==> src/rtl/fetch_pkg.sv <==
// Shared definitions for the Kestrel-2 instruction fetch unit:
// FSM state encodings, FIFO entry layout and the default reset PC.
package fetch_pkg;

    typedef enum logic [1:0] {
        S_IDLE  = 2'd0,
        S_BUS   = 2'd1,
        S_DRAIN = 2'd2
    } fetch_state_e;

    // Word address fetched first after reset.
    localparam logic [15:1] RESET_PC_DEF = 15'h0000;

    // FIFO entry: {word address [15:1], instruction [15:0]}.
    localparam int ENTRY_W = 31;

    // Sequential next word address; wraps 15'h7FFF -> 15'h0000.
    function automatic logic [15:1] next_word(input logic [15:1] adr);
        return adr + 15'd1;
    endfunction

endpackage

==> src/rtl/fetch_fifo.sv <==
// Prefetch FIFO: DEPTH x W entries, registered storage, head visible
// combinationally from the storage array. Flush empties the FIFO and
// overrides any push/pop on the same edge.
module fetch_fifo #(
    parameter  int DEPTH = 2,
    parameter  int W     = 31,
    localparam int AW    = $clog2(DEPTH),
    localparam int CW    = AW + 1
) (
    input  logic          clk_i,
    input  logic          rst_n_i,
    input  logic          push_i,
    input  logic [W-1:0]  data_i,
    input  logic          pop_i,
    input  logic          flush_i,
    output logic [CW-1:0] count_o,
    output logic [W-1:0]  head_o
);

    localparam logic [CW-1:0] FULL = CW'(DEPTH);

    logic [W-1:0]  mem_q [DEPTH];
    logic [AW-1:0] wr_q;
    logic [AW-1:0] rd_q;
    logic [CW-1:0] count_q;
    logic          do_push;
    logic          do_pop;

    assign do_push = push_i & ~flush_i & (count_q != FULL);
    assign do_pop  = pop_i  & ~flush_i & (count_q != '0);

    // Storage, pointers and occupancy; DEPTH is a power of two so the
    // pointers wrap naturally.
    always_ff @(posedge clk_i or negedge rst_n_i) begin
        if (!rst_n_i) begin
            wr_q    <= '0;
            rd_q    <= '0;
            count_q <= '0;
            for (int i = 0; i < DEPTH; i++) begin
                mem_q[i] <= '0;
            end
        end else if (flush_i) begin
            wr_q    <= '0;
            rd_q    <= '0;
            count_q <= '0;
        end else begin
            if (do_push) begin
                mem_q[wr_q] <= data_i;
                wr_q        <= wr_q + 1'b1;
            end
            if (do_pop) begin
                rd_q <= rd_q + 1'b1;
            end
            case ({do_push, do_pop})
                2'b10:   count_q <= count_q + 1'b1;
                2'b01:   count_q <= count_q - 1'b1;
                default: count_q <= count_q;
            endcase
        end
    end

    assign count_o = count_q;
    assign head_o  = mem_q[rd_q];

endmodule

==> src/rtl/ins_fetch.sv <==
// Kestrel-2 instruction fetch: Wishbone read initiator feeding a prefetch
// FIFO towards the decoder. Branch redirects flush the FIFO; a bus cycle
// already in flight is allowed to finish and its data is dropped.
// Optional feature macro: FETCH_TIMEOUT_EN (ACK timeout with sticky
// fetch_err_o and retry of the same address).
//
//   state   | meaning
//   --------+--------------------------------------------------------
//   S_IDLE  | no bus cycle; start one when the FIFO has room
//   S_BUS   | CYC/STB high, waiting for ACK of a wanted fetch
//   S_DRAIN | CYC/STB high, waiting for ACK of a cycle to be discarded
module ins_fetch
    import fetch_pkg::*;
#(
    parameter int          DEPTH    = 2,
    parameter logic [15:1] RESET_PC = RESET_PC_DEF,
    parameter int          TIMEOUT  = 15
) (
    input  logic        sys_clk_i,
    input  logic        sys_rst_n_i,
    output logic [15:1] ins_adr_o,
    input  logic [15:0] ins_dat_i,
    output logic        ins_cyc_o,
    output logic        ins_stb_o,
    input  logic        ins_ack_i,
    input  logic        redirect_i,
    input  logic [15:1] redirect_adr_i,
    output logic [15:0] insn_o,
    output logic [15:1] insn_pc_o,
    output logic        insn_valid_o,
    input  logic        insn_ready_i,
    output logic        fetch_err_o
);

    localparam int CW = $clog2(DEPTH) + 1;
    localparam logic [CW-1:0] FULL    = CW'(DEPTH);
    localparam logic [CW-1:0] FULL_M1 = CW'(DEPTH - 1);

    fetch_state_e state_q, state_d;
    logic [15:1]  ptr_q, ptr_d;
    logic [15:1]  adr_q, adr_d;

    logic               in_cycle;
    logic               ack;
    logic               tmo_hit;
    logic               fifo_push;
    logic               fifo_pop;
    logic               fifo_flush;
    logic [CW-1:0]      fifo_count;
    logic [ENTRY_W-1:0] fifo_head;
    logic               room_after;

    assign in_cycle = (state_q != S_IDLE);
    assign ack      = ins_ack_i & in_cycle;

    assign ins_cyc_o = in_cycle;
    assign ins_stb_o = in_cycle;
    assign ins_adr_o = adr_q;

    assign insn_valid_o = (fifo_count != '0);
    assign insn_pc_o    = fifo_head[30:16];
    assign insn_o       = fifo_head[15:0];

    // A redirect discards whatever is being handed over this cycle.
    assign fifo_pop   = insn_valid_o & insn_ready_i & ~redirect_i;
    assign fifo_flush = redirect_i;

    // Occupancy after this edge's push (+1) and pop is still below DEPTH.
    assign room_after = fifo_pop | (fifo_count < FULL_M1);

    fetch_fifo #(
        .DEPTH (DEPTH),
        .W     (ENTRY_W)
    ) u_fifo (
        .clk_i   (sys_clk_i),
        .rst_n_i (sys_rst_n_i),
        .push_i  (fifo_push),
        .data_i  ({adr_q, ins_dat_i}),
        .pop_i   (fifo_pop),
        .flush_i (fifo_flush),
        .count_o (fifo_count),
        .head_o  (fifo_head)
    );

    // Next-state, fetch pointer and bus address selection.
    always_comb begin
        state_d   = state_q;
        ptr_d     = ptr_q;
        adr_d     = adr_q;
        fifo_push = 1'b0;
        unique case (state_q)
            S_IDLE: begin
                if (redirect_i) begin
                    ptr_d   = redirect_adr_i;
                    adr_d   = redirect_adr_i;
                    state_d = S_BUS;
                end else if (fifo_count != FULL) begin
                    adr_d   = ptr_q;
                    state_d = S_BUS;
                end
            end
            S_BUS: begin
                if (redirect_i) begin
                    ptr_d = redirect_adr_i;
                    if (ack) begin
                        adr_d = redirect_adr_i;
                    end else if (tmo_hit) begin
                        state_d = S_IDLE;
                    end else begin
                        state_d = S_DRAIN;
                    end
                end else if (ack) begin
                    fifo_push = 1'b1;
                    ptr_d     = next_word(ptr_q);
                    if (room_after) begin
                        adr_d = next_word(ptr_q);
                    end else begin
                        state_d = S_IDLE;
                    end
                end else if (tmo_hit) begin
                    state_d = S_IDLE;
                end
            end
            S_DRAIN: begin
                if (redirect_i) begin
                    ptr_d = redirect_adr_i;
                end
                if (ack) begin
                    adr_d   = redirect_i ? redirect_adr_i : ptr_q;
                    state_d = S_BUS;
                end else if (tmo_hit) begin
                    state_d = S_IDLE;
                end
            end
            default: state_d = S_IDLE;
        endcase
    end

    // FSM, pointer and address registers.
    always_ff @(posedge sys_clk_i or negedge sys_rst_n_i) begin
        if (!sys_rst_n_i) begin
            state_q <= S_IDLE;
            ptr_q   <= RESET_PC;
            adr_q   <= RESET_PC;
        end else begin
            state_q <= state_d;
            ptr_q   <= ptr_d;
            adr_q   <= adr_d;
        end
    end

`ifdef FETCH_TIMEOUT_EN
    localparam int TMO_W = $clog2(TIMEOUT + 1);

    logic [TMO_W-1:0] tmo_q, tmo_d;
    logic             err_q;

    // The cycle is abandoned on the edge that completes TIMEOUT clocks
    // of CYC without ACK.
    assign tmo_hit = in_cycle & ~ack & (tmo_q == TMO_W'(TIMEOUT - 1));

    // Wait counter: runs only while a cycle is open and no ACK arrives.
    always_comb begin
        tmo_d = tmo_q + 1'b1;
        if (!in_cycle || ack || tmo_hit) begin
            tmo_d = '0;
        end
    end

    // Counter and sticky error flag.
    always_ff @(posedge sys_clk_i or negedge sys_rst_n_i) begin
        if (!sys_rst_n_i) begin
            tmo_q <= '0;
            err_q <= 1'b0;
        end else begin
            tmo_q <= tmo_d;
            err_q <= err_q | tmo_hit;
        end
    end

    assign fetch_err_o = err_q;
`else
    assign tmo_hit = 1'b0;
    // Always 0 here; TIMEOUT only matters when the timeout is built in.
    assign fetch_err_o = (TIMEOUT < 0);
`endif

endmodule

==> config.mk <==
export PLATFORM = sky130hd
export DESIGN_NAME = ins_fetch
export DESIGN_NICKNAME = d
export VERILOG_FILES = /design/src/rtl/fetch_pkg.sv /design/src/rtl/fetch_fifo.sv /design/src/rtl/ins_fetch.sv
export SDC_FILE = /design/constraint.sdc
export NUM_CORES = 1
export LEC_CHECK = 0
export CAP_MARGIN = 10
export CORE_ASPECT_RATIO = 0.5
export CORE_MARGIN = 2
export CORE_UTILIZATION = 25
export CTS_CLUSTER_DIAMETER = 50
export DETAILED_ROUTE_END_ITERATION = 10
export HOLD_SLACK_MARGIN = 0.02
export RECOVER_POWER = 25
export SETUP_SLACK_MARGIN = 0.02
export SLEW_MARGIN = 20
export SYNTH_ARGS = -nofsm -noshare
export SYNTH_HDL_FRONTEND = slang
export SYNTH_SLANG_ARGS = --single-unit
export TNS_END_PERCENT = 20
==> constraint.sdc <==
create_clock -name sys_clk_i -period 1.7 [get_ports sys_clk_i]
set_input_delay 0.255 -clock sys_clk_i [delete_from_list [all_inputs] [get_ports sys_clk_i]]
set_output_delay 0.255 -clock sys_clk_i [all_outputs]
set_load 0.02 [all_outputs]
==> summary.md <==
| Metric | Value |
|---|---|
| Outcome | finished with violations |
| Failing checks | setup timing |
| Register area share after synthesis | 0.474 |
| Min cycle time layout | 1810 ps |
| Internal power | 8.30 mW |
| Achievable frequency | 551 MHz |
| CP startpoint | u_fifo.count_o[1]$_DFFE_PN0P_ |
| Combinational power share | 0.539 |
| Switching share of power | 0.389 |
| R2R setup slack | -110 ps |
| Ys Warns | 0 |
| IO Port Bufs | 84 |
| Root Driver | clkbuf_16 |
| Layout Skew | 8.97 ps |
| Dpl cell area | 6860 um^2 |
| Syn nets | 504 |
| Hold Fails Final Rpt | 0 |
| Core Area | 20400 um^2 |
| Initial drt markers | 167 |
| Final setup fails | 74 |
| Clock sink count | 98 |
| Critical Path RT | 1930 ps |
| Worst-path maximum fanout | 14 |
| CP cell instances | ha_4, buf_6, nor4_4, and2b_4, buf_12, mux2_1 |
| Min-delay src | u_fifo.mem_q[54]$_DFFE_PN0P_ |
| Vias | 4165 |
| Clock insertion delay at the later pin of the skew report | 350 ps |
| Post-synth cell types | 53 |
| Largest family of logic cells by synthesized area | multiplexers |
| First-pass GRT wire length | 23300 um |
| Die ar. | 21900 um^2 |
| Peak supply drop | 0.000654 V |
| TritonRoute pass-1 iters | 4 |
| Area Overhead vs Synth | 43.8% |
| Max Slew Vio Count | 0 |
| Reg-to-reg critical path startpoint | u_fifo.count_o[1]$_DFFE_PN0P_ |
| Longest Clk Path Bufs | 2 |
| Min-delay worst type | reg2reg |
| Max_cap viols | 0 |
| WP data arrival | 2040 ps |
| GRT Total Usage | 0.134 |
| Starting Density | 0.253 |
| Die X | 207 um |
| Mux share of post-synthesis cell area | 0.229 |
| Largest cells by area after synthesis | dfrtp_1 (47%), mux2_2 (15%), mux2_1 (6.7%) |
| Compound-Gate Fraction of Synth Area | 0.0931 |
| Pwr Density | 1830 nW/um^2 |
| FILL cells | 1993 |
| Average size of a mapped cell | 11.2 um^2 |
| Row count | 37 |
| Final net count | 652 |
| Yosys reg bits | 98 |
| Non-filler cells, final | 890 |
| IO Count | 86 |
| Net Switching | 5.29 mW |
| Final worst-path cycle share | 1.07 |
| Register share of total power | 0.316 |
| Vias per inst | 4.68 |
| CTS tree | yes |
| DPL Wire Length | 10000 um |
| Worst reg2reg path endpoint | u_fifo.mem_q[61]$_DFFE_PN0P_ |
| Chip height | 106 um |
| Max transition margin | 0.222 |
| Largest net degree at the start of global routing | 45 |
| Share of post-route cells with drive strength above 1 | 0.423 |
| Initial antenna violation count | 0 |
| DRT Wirelength | 14500 um |
| Startpoint Class | flip-flop |
| CP endpoint kind | flip-flop |
| Slowest stage cell, crit path | dfrtp_1 |
| Synth Area in XOR/XNOR | 0.0220 |
| RSZ-0062 raised after global routing | true |
| Antenna Nets Post-Route | 0 |
| Critical Setup Path Class | reg2reg |
| Clock share of power | 0.145 |
| WL per Instance | 16.3 um |
| Critical Path Sink | u_fifo.mem_q[61]$_DFFE_PN0P_ |
| Post-synthesis adder-cell area fraction | 0.00967 |
| Static leakage | 3.29 nW |
| Most common library cell in the layout ignoring fill and taps | dfrtp_1 |
| Post-Synthesis Cells | 464 |
| R2R depth | 6 |
| Inst Count DP | 864 |
| Commonest non-fill, non-tap cells in the layout | dfrtp_1 (96), buf_4 (79), mux2_2 (65) |
| Vias in the first global route | 4423 |
| Antenna diodes | 0 |
| CTS HTree Levels | 3 |
| Congestion Overflow GR | 0 |
| Post-synth top area share | 0.474 |
| Simple-gate share of the synthesized area | 0.127 |
| Slowest cell delay on critical path | 430 ps |
| Final GP Congestion | 0.871 |
| Fin area | 7440 um^2 |
| Final core utilization | 0.365 |
| CTS buffer count | 9 |
| Mapped Area | 5170 um^2 |
| Worst-Margin Slew | 1170 ps |
| Post-route DRC | 0 |
| Final setup margin | -114 ps |
| Cell taking the most area after synthesis | dfrtp_1 |
| Clk slew on worst S/H paths | 70 ps |
==> registers in the layout, summed over array words and instances (netlist names) <==
name,cells
u_fifo.mem_q,62
ins_adr_o,15
ptr_q,15
state_q,2
u_fifo.count_o,2
u_fifo.rd_q,1
u_fifo.wr_q,1
==> synth_stat cells (all sizes together) <==
| cell type | n |
|---|---|
| xnor2 | 11 |
| nand4b | 1 |
| nand4 | 9 |
| nand3 | 14 |
| nor4 | 6 |
| inv | 6 |
| a311oi | 3 |
| o22ai | 8 |
| and2b | 1 |
| and3 | 5 |
| a222oi | 1 |
| a32o | 1 |
| o211ai | 3 |
| o21bai | 1 |
| a211oi | 2 |
| mux2i | 7 |
| conb | 1 |
| nor3b | 1 |
| clkbuf | 5 |
| nand2 | 36 |
| a221oi | 3 |
| or2 | 1 |
| buf | 30 |
| a211o | 2 |
| a31oi | 4 |
| and2 | 1 |
| a21oi | 16 |
| mux2 | 99 |
| o32ai | 3 |
| nor2b | 5 |
| nor3 | 6 |
| o31ai | 2 |
| ha | 4 |
| and4 | 3 |
| dfrtp | 98 |
| o21ai | 21 |
| nor2 | 28 |
| xor2 | 2 |
| nand2b | 7 |
| or4 | 1 |
| a22oi | 4 |
| o21a | 2 |
==> power by group through the flow <==
stage                     clock [mW]  sequential, mW  combinational (mW)
after floorplan                    0            4.17                3.93
after global placement             0            4.22                6.91
after detailed placement           0            4.27                7.01
after CTS                       2.05            4.25                6.91
after global routing            2.13            4.46                7.90
final                           1.97            4.29                7.33
==> final cells by class <==
class                      count  area [um^2]  share of cell area
clock buffer                  12          256              0.0345
clock inverter                 4         26.3             0.00353
inverter                       6         22.5             0.00303
multi-input combinational    325         2770               0.372
sequential                    98         2450               0.330
tap                          273          342              0.0459
timing repair buffer         172         1570               0.211
==> metal layers <==
metal | GRT usage | vias up | wire, um
met1 | 0.169 | 2102 | 6700
met3 | 0.0319 | 19 | 399
li1 | - | 1976 | -
met2 | 0.224 | 68 | 7180
met4 | 0.0520 | 0 | 271
met5 | 0 | - | 0
==> what timing repair did <==
action	4_1_cts	5_1_grt
gates resized for setup	170	59
hold buffers	1	0
pin swaps	1	8
endpoints found under the hold margin	15	0
gates cloned	1	2
setup endpoints to repair	103	124
buffers inserted	5	1
==> logic make-up after synthesis <==
| group | after synthesis |
|---|---|
| AOI/OAI and AO/OA | 76 |
| DFF | 98 |
| adders and majority gates | 4 |
| and+or+nand+nor | 125 |
| muxes | 106 |
| xor gates and xnor gates | 13 |
| buffers and inverters | 41 |
| other | 1 |
==> metrics by stage <==
stage	power (mW)	hold slack, ps	TNS [ps]	setup slack (ps)
detailed placement	11.3	164	-28340	-437
global route	14.5	506	-13960	-198
floorplan	8.10	-40.6	-62.0	-8.39
CTS	13.2	316	-5230	-135
global placement	11.1	163	-26610	-393
finish	13.6	484	-4420	-114
==> critical path: cells and delay by family, from the launching register on <==
family	cells	cell delay, ps
and+or+nand+nor	2	470
DFF	1	430
muxes	1	330
buffers and inverters	2	290
adders and majority gates	1	190
==> worst min path at each step <==
| stage | cells past startpoint | slack [ps] | to |
|---|---|---|---|
| floorplan | 0 | -40 | ins_adr_o[10]$_DFFE_PN0P_ |
| global placement | 1 | 160 | ptr_q[3]$_DFFE_PN0P_ |
| detailed placement | 1 | 160 | ptr_q[3]$_DFFE_PN0P_ |
| CTS | 2 | 320 | ptr_q[3]$_DFFE_PN0P_ |
| global route | 1 | 510 | u_fifo.mem_q[54]$_DFFE_PN0P_ |
| finish | 1 | 480 | u_fifo.mem_q[54]$_DFFE_PN0P_ |
Note: power is estimated with default switching activity, not from simulation.
